**config.mk**
```make
export PLATFORM = sky130hd
export DESIGN_NAME = multicycle_controller
export DESIGN_NICKNAME = d
export VERILOG_FILES = /design/src/rtl/multicycle_controller.sv
export SDC_FILE = /design/constraint.sdc
export NUM_CORES = 1
export LEC_CHECK = 0
export ABC_AREA = 1
export BUFFER_PORTS_ARGS = -buffer_cell sky130_fd_sc_hd__buf_2
export CELL_PAD_IN_SITES_DETAIL_PLACEMENT = 1
export CELL_PAD_IN_SITES_GLOBAL_PLACEMENT = 2
export CORE_ASPECT_RATIO = 1.5
export CORE_MARGIN = 3
export CORE_UTILIZATION = 18
export CTS_CLUSTER_SIZE = 20
export DETAILED_ROUTE_END_ITERATION = 8
export MAX_ROUTING_LAYER = met4
export PLACE_DENSITY = 0.77
export SLEW_MARGIN = 10
export SYNTH_ARGS = -nofsm -noshare
export SYNTH_HDL_FRONTEND = slang
export SYNTH_SLANG_ARGS = --single-unit
export TNS_END_PERCENT = 1
```
**constraint.sdc**
```tcl
create_clock -name CLK -period 1.26 [get_ports CLK]
set_input_delay 0.252 -clock CLK [delete_from_list [all_inputs] [get_ports CLK]]
set_output_delay 0.252 -clock CLK [all_outputs]
set_load 0.005 [all_outputs]
```
**src/rtl/multicycle_controller.sv**
```systemverilog
// Moore-style sequencer for the multicycle MIPS datapath: steps each instruction
// from FETCH through writeback and stalls on the shared memory port's ready signal.
module multicycle_controller #(
   parameter bit         MEM_WAIT_EN = 1'b1,
   parameter logic [3:0] RESET_STATE = 4'd0
) (
   input  logic       CLK,
   input  logic       RST,
   input  logic [5:0] OP,
   input  logic [5:0] Funct,
   input  logic       Zero,
   input  logic       MemReady,
   output logic       IorD,
   output logic       MemWrite,
   output logic       IRWrite,
   output logic       RegDst,
   output logic       Mem2Reg,
   output logic       RegWrite,
   output logic       ALUSrcA,
   output logic [1:0] ALUSrcB,
   output logic [2:0] ALUControl,
   output logic [1:0] PCSrc,
   output logic       PCEn,
   output logic       Illegal,
   output logic       Retire,
   output logic [3:0] State
);

   typedef enum logic [3:0] {
      FETCH  = 4'd0,
      DECODE = 4'd1,
      MEMADR = 4'd2,
      MEMRD  = 4'd3,
      MEMWB  = 4'd4,
      MEMWR  = 4'd5,
      EXEC   = 4'd6,
      ALUWB  = 4'd7,
      BEQ    = 4'd8,
      ADDIEX = 4'd9,
      ADDIWB = 4'd10,
      JUMP   = 4'd11
   } state_t;

   localparam logic [5:0] OP_RTYPE = 6'b000000;
   localparam logic [5:0] OP_LW    = 6'b100011;
   localparam logic [5:0] OP_SW    = 6'b101011;
   localparam logic [5:0] OP_BEQ   = 6'b000100;
   localparam logic [5:0] OP_ADDI  = 6'b001000;
   localparam logic [5:0] OP_J     = 6'b000010;

   localparam logic [5:0] FN_ADD = 6'b100000;
   localparam logic [5:0] FN_SUB = 6'b100010;
   localparam logic [5:0] FN_AND = 6'b100100;
   localparam logic [5:0] FN_OR  = 6'b100101;
   localparam logic [5:0] FN_SLT = 6'b101010;

   state_t state;
   logic   mem_ready;
   logic   funct_ok;
   logic   op_legal;
   logic   pc_write;
   logic   branch;

   // With waiting disabled every memory access is treated as single-cycle.
   assign mem_ready = MEM_WAIT_EN ? MemReady : 1'b1;
   assign State     = state;

   always_comb begin
      case (Funct)
         FN_ADD, FN_SUB, FN_AND, FN_OR, FN_SLT: funct_ok = 1'b1;
         default:                               funct_ok = 1'b0;
      endcase
   end

   always_comb begin
      case (OP)
         OP_LW, OP_SW, OP_BEQ, OP_ADDI, OP_J: op_legal = 1'b1;
         OP_RTYPE:                            op_legal = funct_ok;
         default:                             op_legal = 1'b0;
      endcase
   end

   always_ff @(posedge CLK) begin
      if (RST) begin
         state <= state_t'(RESET_STATE);
      end else begin
         case (state)
            FETCH:  if (mem_ready) state <= DECODE;
            DECODE: begin
               if (!op_legal) begin
                  state <= FETCH;
               end else begin
                  case (OP)
                     OP_LW, OP_SW: state <= MEMADR;
                     OP_RTYPE:     state <= EXEC;
                     OP_BEQ:       state <= BEQ;
                     OP_ADDI:      state <= ADDIEX;
                     OP_J:         state <= JUMP;
                     default:      state <= FETCH;
                  endcase
               end
            end
            MEMADR: state <= (OP == OP_SW) ? MEMWR : MEMRD;
            MEMRD:  if (mem_ready) state <= MEMWB;
            MEMWR:  if (mem_ready) state <= FETCH;
            EXEC:   state <= ALUWB;
            ADDIEX: state <= ADDIWB;
            default: state <= FETCH;
         endcase
      end
   end

   always_comb begin
      IorD       = 1'b0;
      MemWrite   = 1'b0;
      IRWrite    = 1'b0;
      RegDst     = 1'b0;
      Mem2Reg    = 1'b0;
      RegWrite   = 1'b0;
      ALUSrcA    = 1'b0;
      ALUSrcB    = 2'b00;
      ALUControl = 3'b010;
      PCSrc      = 2'b00;
      Illegal    = 1'b0;
      Retire     = 1'b0;
      pc_write   = 1'b0;
      branch     = 1'b0;
      case (state)
         FETCH: begin
            ALUSrcB  = 2'b01;
            IRWrite  = mem_ready;
            pc_write = mem_ready;
         end
         DECODE: begin
            ALUSrcB = 2'b11;
            Illegal = !op_legal;
         end
         MEMADR: begin
            ALUSrcA = 1'b1;
            ALUSrcB = 2'b10;
         end
         MEMRD: IorD = 1'b1;
         MEMWB: begin
            Mem2Reg  = 1'b1;
            RegWrite = 1'b1;
            Retire   = 1'b1;
         end
         MEMWR: begin
            IorD     = 1'b1;
            MemWrite = 1'b1;
            Retire   = mem_ready;
         end
         EXEC: begin
            ALUSrcA = 1'b1;
            case (Funct)
               FN_SUB:  ALUControl = 3'b110;
               FN_AND:  ALUControl = 3'b000;
               FN_OR:   ALUControl = 3'b001;
               FN_SLT:  ALUControl = 3'b111;
               default: ALUControl = 3'b010;
            endcase
         end
         ALUWB: begin
            RegDst   = 1'b1;
            RegWrite = 1'b1;
            Retire   = 1'b1;
         end
         BEQ: begin
            ALUSrcA    = 1'b1;
            ALUControl = 3'b110;
            PCSrc      = 2'b01;
            branch     = 1'b1;
            Retire     = 1'b1;
         end
         ADDIEX: begin
            ALUSrcA = 1'b1;
            ALUSrcB = 2'b10;
         end
         ADDIWB: begin
            RegWrite = 1'b1;
            Retire   = 1'b1;
         end
         JUMP: begin
            PCSrc    = 2'b10;
            pc_write = 1'b1;
            Retire   = 1'b1;
         end
         default: ;
      endcase
      PCEn = pc_write | (branch & Zero);
      // Reset must never let a write or pulse escape, even mid-stall.
      if (RST) begin
         MemWrite = 1'b0;
         IRWrite  = 1'b0;
         RegWrite = 1'b0;
         PCEn     = 1'b0;
         Illegal  = 1'b0;
         Retire   = 1'b0;
      end
   end

endmodule

```
Yosys cells after proc, flatten, opt, wreduce, memory -nomap -nowiden
Index checks and enable logic that the tools add are counted.

Bitwise gates (word level): 2. Equality and inequality tests: 24. Reductions and logical operators: 12. Muxes and demuxes: 30.

Operator list (count): $eq A6 B6 Y1 const B (7); $pmux W4 S7 (1); $pmux W4 S5 (1); $eq A4 B3 Y1 const B (4); $eq A4 B4 Y1 const B (4); $mux W1 (16); $mux W4 (4); $reduce_or A5 Y1 (3); $pmux W3 S4 (1); $eq A4 B2 Y1 const B (2); $eq A6 B2 Y1 const B (1); $eq A6 B3 Y1 const B (1); $eq A6 B4 Y1 const B (1); $logic_not A6 Y1 (1); $ne A2 B2 Y1 const B (3); $pmux W1 S2 (3); $pmux W2 S3 (1); $pmux W3 S2 (1); $reduce_or A2 Y1 (3); $eq A4 B1 Y1 const B (1); $logic_not A4 Y1 (1); $pmux W2 S2 (1); $reduce_or A4 Y1 (1); $mux W3 (1); 5 further kinds (5).

Output and inout bits: 21. Register bits: 4. Input bits: 16.

Logic depth before layout (Yosys ltp)
Gate-level depths: netlist of the first run.

Depth after elaboration: 7. Depth in mapped cells: 10.

Worst setup path before layout of the first run
Ideal clock, no wire load.

Kind: reg-to-output. From: register state[2] (netlist: State[2]). To: output port RegWrite. Path buffers: 0. Stages on the path, launching flop included: 9. Data arrival time: 1075 ps. Slack: -67 ps. Path through: dfxtp_1 > inv_1 > nor2_2 > inv_2 > nor2_1 > nor2_1 > o21ai_0 > nand2_1 > inv_1.

Word-level cells in the longest chain between the ends: 4. Elaborated cells between the ends (all ways): 6. Those cells by class: eq/ne (3); mux (2); reduce/logical (1).

Ends and longest elaborated chain: start: declaration (RTL line 57) `state_t state;`; start signal: assignment (RTL line 85) `state <= state_t'(RESET_STATE);`; start signal: assignment (RTL line 103) `MEMADR: state <= (OP == OP_SW) ? MEMWR : MEMRD;`; $eq A4 B4 Y1 or $eq A4 B3 Y1 (tied branches) (RTL line 128) `case (state)`; $reduce_or A3 Y1 (no line) (*); $mux W1 (*) (RTL line 128); $mux W1 (*) (RTL line 192) `if (RST) begin`; end: declaration (RTL line 18) `output logic RegWrite,`.

Every way passes the cells marked *; elsewhere a longest branch is shown, timed or not.

Final worst setup path of the first run
From: register state[0] (netlist: State[0]). To: output port Retire.

Word-level cells in the longest chain between the ends: 4. Elaborated cells between the ends (all ways): 9. Those cells by class: eq/ne (6); mux (2); reduce/logical (1).

Ends and longest elaborated chain: $eq A4 B4 Y1 or $eq A4 B3 Y1 (tied branches) (RTL line 128); $reduce_or A5 Y1 (no line); $pmux W1 S2 (*) (RTL line 128); $mux W1 (*) (RTL line 192); end: declaration (RTL line 25) `output logic Retire,`.

Marked as above.

==> results.toml, run 1 <==
[run_status]
status = "complete, but fails checks"
violations = "negative setup slack"

[floorplanning]
initial_core_util_pct = 19.3
ios = 37
dieArea_um2 = 4210
die_h_um = 78.0
rows = 25
fp.coreArea_um2 = 3220
die_w_um = 54.0

[setup_path]
path_max_fanout = 5
cp-end-kind = "primary output"
startpoint = "State[0]"
r2r_start = "State[0]"
cp-endpoint = "Retire"
startpoint_type = "flop"
r2r_cells = 10
cp.arrival_ns = 1.29
worst-setup-path-type = "flop to primary output"
cp.required_ns = 1.01
r2r_slack_ns = -0.12
reg2reg_to = "State[2]"

[grt]
track_usage_pct = 15.1
grt_pass1_vias = 1151
antenna_found_initial = 0
grt.overflow.total = 0
grt_max_degree = 10
grt_pass1_wl_um = 4770

[placed_design]
hpwl_um = 2320
post-place-ws_ns = -0.205
numPortBuffers = 36
place_congestion = 0.829

[drt]
vias = 1049
avgRoutedWirePerCell_um = 12.3
ant_nets = 0
wl_um = 2890
drt_pass1_iterations = 4
vias_per_cell = 4.48
drt_first_iter_violations = 5
drc = 0

[clocking]
cts_tree = "built"
clk_pin_slew_ns = 0.03
clock_latency_ns = 0.22
cts_buffers = 3
hold_buffers = 0
clockBufferDepth = 2
htree_levels = 1
cts-root-buf = "clkbuf_8"
clock-sinks = 4

[logic_synthesis]
yosysTopAreaCell = "nand2_1"
yosysMostFrequentCell = "nand2_1"
syn_avg_cell_area_um2 = 4.86
synthTopCellsByCount = "33 x nand2_1, 26 x inv_1, 23 x nor2_1, 12 x nand3_1"
synth-main-ff-cell = "dfxtp_1"
syn_inst = 128
yosysWarningCount = 0
synth_edf_count = 0
synth_top_area_share_pct = 19.9
synth_area_um2 = 622
synthesis.nets = 144
synth.ff_latch_count = 4
synthArstFlopShare_pct = 0
yosysUniqueCellTypes = 17
synthTopCellsByArea = "nand2_1 20%, inv_1 16%, nor2_1 14%"
ys_seq_area_share_pct = 12.9

[sta]
maxSlewHeadroom_pct = 85.2
finalCritPeriodShare_pct = 123
rsz0062_at_grt = "yes"
finalMaxSlewViolations = 0
tightestPinTransition_ns = 0.222
setup_tns_ns = -3.22
finalHoldViolCount = 0
setup_viol = 19
setup_ws_ns = -0.284
skew_ns = 0.00190
min_period_ns = 1.54
fmax_mhz = 648

[finish]
drive_gt1_share_pct = 56.2
diodes = 0
final_util_pct = 38.5
nNetsFinal = 212
syn2layout_area_growth_pct = 99.6
largest_reg_flops = 4
fillCellCount = 462

[pwr]
pwr_density_cell_nw_per_um2 = 505
p_leak_nw = 0.759
peakVddDrop_mv = 0.220

[min_path]
min_path_type = "input pin to flop"

[run]
maxCapViolations = 0
## cells in the final DEF (no fill, tap or decap), types with 3 or more instances in the layout
cell type / instances
nor2_4: 9
inv_1: 20
nor2_1: 13
nand4_1: 5
buf_4: 24
buf_2: 35
inv_2: 10
nand2_1: 27
clkbuf_8: 3
nor2_2: 6
buf_6: 5
nand3_1: 10
dfxtp_4: 3
nand2_2: 6
## per-stage QoR
| step | power (mW) | cell area, um^2 | hold slack (ns) | cells |
|---|---|---|---|---|
| after floorplan | 0.222 | 623 | 0.451 | 128 |
| after global placement | 0.316 | 1010 | 0.539 | 225 |
| after detailed placement | 0.321 | 1010 | 0.547 | 225 |
| after CTS | 0.618 | 1180 | 0.357 | 234 |
| after global routing | 0.664 | 1240 | 0.373 | 234 |
| final | 0.626 | 1240 | 0.365 | 234 |
## layer usage
| layer | share of wire, % | vias up | global-route usage, % |
|---|---|---|---|
| met3 | 4.6 | 0 | 1.15 |
| li1 | - | 527 | - |
| met4 | 0 | 0 | 4.24 |
| met5 | 0 | - | - |
| met2 | 62 | 28 | 31.1 |
| met1 | 34 | 494 | 13.4 |
## critical path, stage by stage (launching register included)
cell	delay, ns
dfxtp_4	0.39
inv_4	0.05
nor2_4	0.12
nand2_2	0.07
inv_1	0.07
nand2_1	0.06
a31oi_1	0.17
buf_2	0.14
## area by class of cell
cell class                 instances  area [um^2]  share of cell area (%)
multi-input combinational         92          527                    42.4
timing repair buffer              64          412                    33.2
inverter                          31          119                    9.58
sequential                         4         92.6                    7.46
tap                               40         50.0                    4.03
clock buffer                       3         41.3                    3.33
## logic make-up after synthesis
group,synth area share (%)
buffers and inverters,19.3
and+or+nand+nor,60.0
AOI/OAI and AO/OA,7.85
DFF,12.9
## worst min path at each step
stage,start,endpoint,slack [ns],cells past startpoint
after detailed placement,State[2],State[3],0.55,3
after global placement,State[2],State[3],0.54,3
after global routing,RST,State[0],0.37,2
after CTS,RST,State[0],0.36,2
final,RST,State[0],0.37,2
after floorplan,MemReady,State[2],0.45,3
## power breakdown
group | total (mW) | internal (mW) | switching [mW]
Combinational | 0.219 | 0.104 | 0.116
Sequential | 0.139 | 0.129 | 0.0106
Clock | 0.268 | 0.203 | 0.0644
## what timing repair did
action / CTS / global route
pin swaps: 15 / 8
buffers inserted: 6 / 0
gates resized for setup: 32 / 18
endpoints found under the setup margin: 20 / 20
Note: power is estimated with default switching activity, not from simulation.
==> inputs of run 2 (changes only) <==
==> constraint.sdc (replaced) <==
create_clock -name CLK -period 1.6 [get_ports CLK]
set_input_delay 0.32 -clock CLK [delete_from_list [all_inputs] [get_ports CLK]]
set_output_delay 0.32 -clock CLK [all_outputs]
set_load 0.005 [all_outputs]
==> results.toml, run 2 (synthesized netlist as in run 1, its figures left out) <==
[run_status]
status = "finished clean"

[finish]
final_common_cell = "buf_2"
stdcell_count = 213
largest_reg_flops = 4
design_area_um2 = 1020
syn2layout_area_growth_pct = 64.0
final_util_pct = 31.7
fillCellCount = 453
nNetsFinal = 191
seqCellArea_um2 = 95.1
diodes = 0
final_cell_mix = "36 x buf_2, 32 x nand2_1, 21 x inv_1"
multiInputGateArea_um2 = 482
drive_gt1_share_pct = 43.4

[floorplanning]
rows = 25
ios = 37
fp.coreArea_um2 = 3220
die_h_um = 78.0
die_w_um = 54.0
dieArea_um2 = 4210
initial_core_util_pct = 19.3

[setup_path]
r2r_slack_ns = 0.28
r2r_start = "State[0]"
r2r_cells = 10
reg2reg_to = "State[1]"
cp.required_ns = 1.28
path_max_fanout = 4
worst-setup-path-type = "flop to primary output"
cp.arrival_ns = 1.26
cp-end-kind = "primary output"
startpoint_type = "flop"

[sta]
fmax_mhz = 633
holdWs_ns = 0.424
min_period_ns = 1.58
tightestPinTransition_ns = 0.199
maxSlewHeadroom_pct = 86.7
setup_viol = 0
finalHoldViolCount = 0
rsz0062_at_grt = "yes"
finalCritPeriodShare_pct = 98.7
setup_tns_ns = 0
finalMaxSlewViolations = 0
skew_ns = 0.00384

[min_path]
min_path_type = "input pin to flop"
hold_path_startpoint = "RST"
min_to = "State[2]"
hold_depth = 2

[placed_design]
dp.cells = 206
numPortBuffers = 36
hpwl_um = 2100
place_congestion = 0.791
placed_area_um2 = 871

[grt]
antenna_found_initial = 0
grt.overflow.total = 0
grt_max_degree = 10
grt_pass1_vias = 1030
grt_pass1_wl_um = 4120
track_usage_pct = 13.3

[drt]
avgRoutedWirePerCell_um = 11.4
drc = 0
ant_nets = 0
drt_pass1_iterations = 4
vias_per_cell = 4.43
drt_first_iter_violations = 13
vias = 943
wl_um = 2440

[clocking]
clock_latency_ns = 0.22
clockBufferDepth = 2
cts_tree = "built"
cts_buffers = 3
cts-root-buf = "clkbuf_8"
htree_levels = 1
clock-sinks = 4
clk_pin_slew_ns = 0.03

[pwr]
p_int_mw = 0.317
power.share.clock_pct = 46.7
peakVddDrop_mv = 0.237
p_sw_mw = 0.139
p_leak_nw = 0.619
pwr-share-seq_pct = 23.6
pwr-share-comb_pct = 29.7
pwr_density_cell_nw_per_um2 = 446
p_sw_share_pct = 30.4

[run]
maxCapViolations = 0
==> run 2: cell types whose count changed in the layout (fill, tap and decap cells not counted), sizes merged <==
cell / change
buf: -21
==> run 2: final cells by class <==
class	count	share of cell area [%]
flip-flops and latches	4	9.33
well taps	40	4.91
clock buffers	3	4.05
inverters	31	11.7
repair buffers	43	22.8
multi-input cells	92	47.2
==> run 2: worst max-delay path, stage by stage, from the launching register on <==
cell     delay (ns)
dfxtp_4        0.38
inv_4          0.04
nor2_4         0.11
inv_2          0.08
nor2_4         0.11
nor2_2         0.04
o21ai_1        0.07
nand2_1        0.06
inv_1          0.05
buf_2          0.10
==> run 2: how the worst max path moves through the flow <==
stage	start	endpoint	slack, ns	cells after the start
2_1_floorplan	State[2]	RegWrite	0.20	8
3_3_place_gp	State[3]	PCEn	0.05	7
3_5_place_dp	State[3]	PCEn	0.03	7
4_1_cts	State[2]	RegWrite	-0.03	9
5_1_grt	State[2]	RegWrite	-0.11	9
6_report	State[2]	RegWrite	0.02	9
==> run 2: stage by stage <==
stage	total power, mW	worst slack [ns]
4_1_cts	0.462	-0.0336
6_report	0.455	0.0204
2_1_floorplan	0.175	0.205
3_5_place_dp	0.231	0.0298
5_1_grt	0.491	-0.106
3_3_place_gp	0.229	0.0469
==> run 2: routing by layer <==
metal	vias to the layer above	GRT usage [%]	wire [um]
met5	-	-	0
met4	0	6.98	68
met3	6	2.11	149
met2	30	24.8	1350
met1	421	12.2	873
li1	486	-	-
==> run 2: power by group through the flow <==
stage               logic, mW  registers [mW]  clock network [mW]
finish                  0.135           0.108               0.212
global route            0.154           0.107               0.229
CTS                     0.136           0.107               0.220
detailed placement      0.120           0.111                   0
global placement        0.118           0.111                   0
floorplan              0.0651           0.110                   0
==> run 2: repair_timing <==
| action | in CTS | in global routing |
|---|---|---|
| hold buffers | 0 | 0 |
| pin swaps | 8 | 7 |
| setup endpoints to repair | 10 | 7 |
| buffers inserted | 4 | 0 |
| resized for setup | 23 | 9 |
==> inputs of run 3 (changes only) <==
--- a/config.mk
+++ b/config.mk
@@ -7,15 +7,15 @@
 export LEC_CHECK = 0
 export ABC_AREA = 1
 export BUFFER_PORTS_ARGS = -buffer_cell sky130_fd_sc_hd__buf_2
-export CELL_PAD_IN_SITES_DETAIL_PLACEMENT = 1
-export CELL_PAD_IN_SITES_GLOBAL_PLACEMENT = 2
+export CELL_PAD_IN_SITES_DETAIL_PLACEMENT = 0
+export CELL_PAD_IN_SITES_GLOBAL_PLACEMENT = 1
 export CORE_ASPECT_RATIO = 1.5
 export CORE_MARGIN = 3
-export CORE_UTILIZATION = 18
+export CORE_UTILIZATION = 25
 export CTS_CLUSTER_SIZE = 20
 export DETAILED_ROUTE_END_ITERATION = 8
 export MAX_ROUTING_LAYER = met4
-export PLACE_DENSITY = 0.77
+export PLACE_DENSITY = 0.76
 export SLEW_MARGIN = 10
 export SYNTH_ARGS = -nofsm -noshare
 export SYNTH_HDL_FRONTEND = slang
==> results.toml, run 3 (synthesized netlist as in run 1, its figures left out) <==
[run_status]
status = "complete, but fails checks"
violations = "negative setup slack"

[drt]
avgRoutedWirePerCell_um = 9.98
ant_nets = 0
drc = 0
wl_um = 1930
drt_first_iter_violations = 9
vias = 905
drt_pass1_iterations = 5
vias_per_cell = 4.69

[finish]
multiInputGateArea_um2 = 479
stdcell_count = 193
nNetsFinal = 188
final_cell_mix = "36 x buf_2, 30 x nand2_1, 19 x inv_1"
seqCellArea_um2 = 95.1
largest_reg_flops = 4
fillCellCount = 282
final_common_cell = "buf_2"
syn2layout_area_growth_pct = 54.3
diodes = 0
drive_gt1_share_pct = 44.1

[clocking]
clk_pin_slew_ns = 0.04
cts-root-buf = "clkbuf_4"
cts_tree = "built"
cts_buffers = 3
htree_levels = 1
clockBufferDepth = 2
clock_latency_ns = 0.24
clock-sinks = 4
hold_buffers = 0

[floorplanning]
ios = 37
die_w_um = 46.7
die_h_um = 67.1
rows = 21
fp.coreArea_um2 = 2310
initial_core_util_pct = 26.9
dieArea_um2 = 3130

[sta]
finalMaxSlewViolations = 0
setup_viol = 4
finalHoldViolCount = 0
setup_ws_ns = -0.0232
skew_ns = 0.00848
tightestPinTransition_ns = 0.272
fmax_mhz = 616
min_period_ns = 1.62
maxSlewHeadroom_pct = 81.8
rsz0062_at_grt = "yes"
setup_tns_ns = -0.0451
finalCritPeriodShare_pct = 101

[grt]
grt_pass1_vias = 811
antenna_found_initial = 0
track_usage_pct = 13.8
grt.overflow.total = 0
grt_pass1_wl_um = 3220
grt_max_degree = 10

[setup_path]
cp.required_ns = 1.28
r2r_slack_ns = 0.38
startpoint_type = "flop"
cp.arrival_ns = 1.30
critPathBufInv = 4
path_max_fanout = 4
r2r_start = "State[0]"
r2r_cells = 9
crit_top_cell = "nor2_4"
cp_top_family = "flip-flops"
worst-setup-path-type = "flop to primary output"
worst_path_max_delay_cell = "dfxtp_4"
startpoint = "State[2]"
reg2reg_to = "State[2]"
worstPathCellList = "inv_4 > nor2_4 > inv_2 > nor2_4 > nor2_2 > o21ai_1 > nand2_1 > inv_1 > buf_2"
cp-end-kind = "primary output"
max_stage_delay_ns = 0.39

[pwr]
power_mw = 0.367
peakVddDrop_mv = 0.318
p_leak_nw = 0.611
pwr_density_cell_nw_per_um2 = 382

[min_path]
min_to = "State[0]"
hold_depth = 2
min_path_type = "input pin to flop"
hold_path_startpoint = "RST"

[placed_design]
dp.cells = 188
numPortBuffers = 36
place_congestion = 0.815
hpwl_um = 1670
post-place-ws_ns = 0.0315

[run]
maxCapViolations = 0
[run 3: cell types whose count changed in the layout (fill, tap and decap cells not counted), sizes merged]
cell / previous run / this run
buf: 43 / 40
[run 3: metal layers]
layer / share of wire (%) / wire length (um) / GRT usage (%) / vias up
met5: 0 / 0 / - / -
met1: 38 / 738 / 13.9 / 395
li1: - / - / - / 485
met2: 55 / 1060 / 26.9 / 25
met3: 6.4 / 123 / 3.24 / 0
met4: 0 / 0 / 1.04 / 0
[run 3: worst max-delay path by stage]
| stage | to | slack (ns) | cells past startpoint |
|---|---|---|---|
| global route | RegWrite | -0.11 | 9 |
| CTS | PCEn | -0.05 | 7 |
| floorplan | RegWrite | 0.20 | 8 |
| global placement | PCEn | 0.07 | 7 |
| finish | RegWrite | -0.02 | 9 |
| detailed placement | PCEn | 0.03 | 7 |
[run 3: cell type report]
type / instances / share of cell area (%)
clock buffers: 3 / 2.35
inverters: 31 / 12.9
multi-input cells: 92 / 49.9
flip-flops and latches: 4 / 9.91
well taps: 23 / 3.00
repair buffers: 40 / 21.9
[run 3: power by group]
part / internal [mW] / total, mW / switching (mW)
clock: 0.0841 / 0.128 / 0.0441
combinational: 0.0568 / 0.132 / 0.0756
sequential: 0.0993 / 0.106 / 0.00666
total: 0.240 / 0.367 / 0.126
[run 3: worst register-to-register path, stage by stage (launching register included)]
cell,delay [ns]
dfxtp_4,0.38
inv_4,0.05
nor2_4,0.15
inv_2,0.07
nor2_4,0.09
buf_4,0.12
nand3_1,0.06
nand2_1,0.07
nand2_1,0.04
a21oi_1,0.12
[run 3: metrics by stage]
step | area (um^2) | hold WS, ns | util, %
after floorplan | 622 | 0.526 | -
after global placement | 842 | 0.575 | 36.4
after detailed placement | 842 | 0.570 | 36.4
after CTS | 932 | 0.377 | 40.3
after global routing | 960 | 0.400 | 41.5
final | 960 | 0.395 | 41.5
[run 3: timing repair]
action | 4_1_cts | 5_1_grt
endpoints found under the setup margin | 9 | 7
resized for setup | 25 | 12
pin swaps | 7 | 6
buffers inserted | 2 | 0
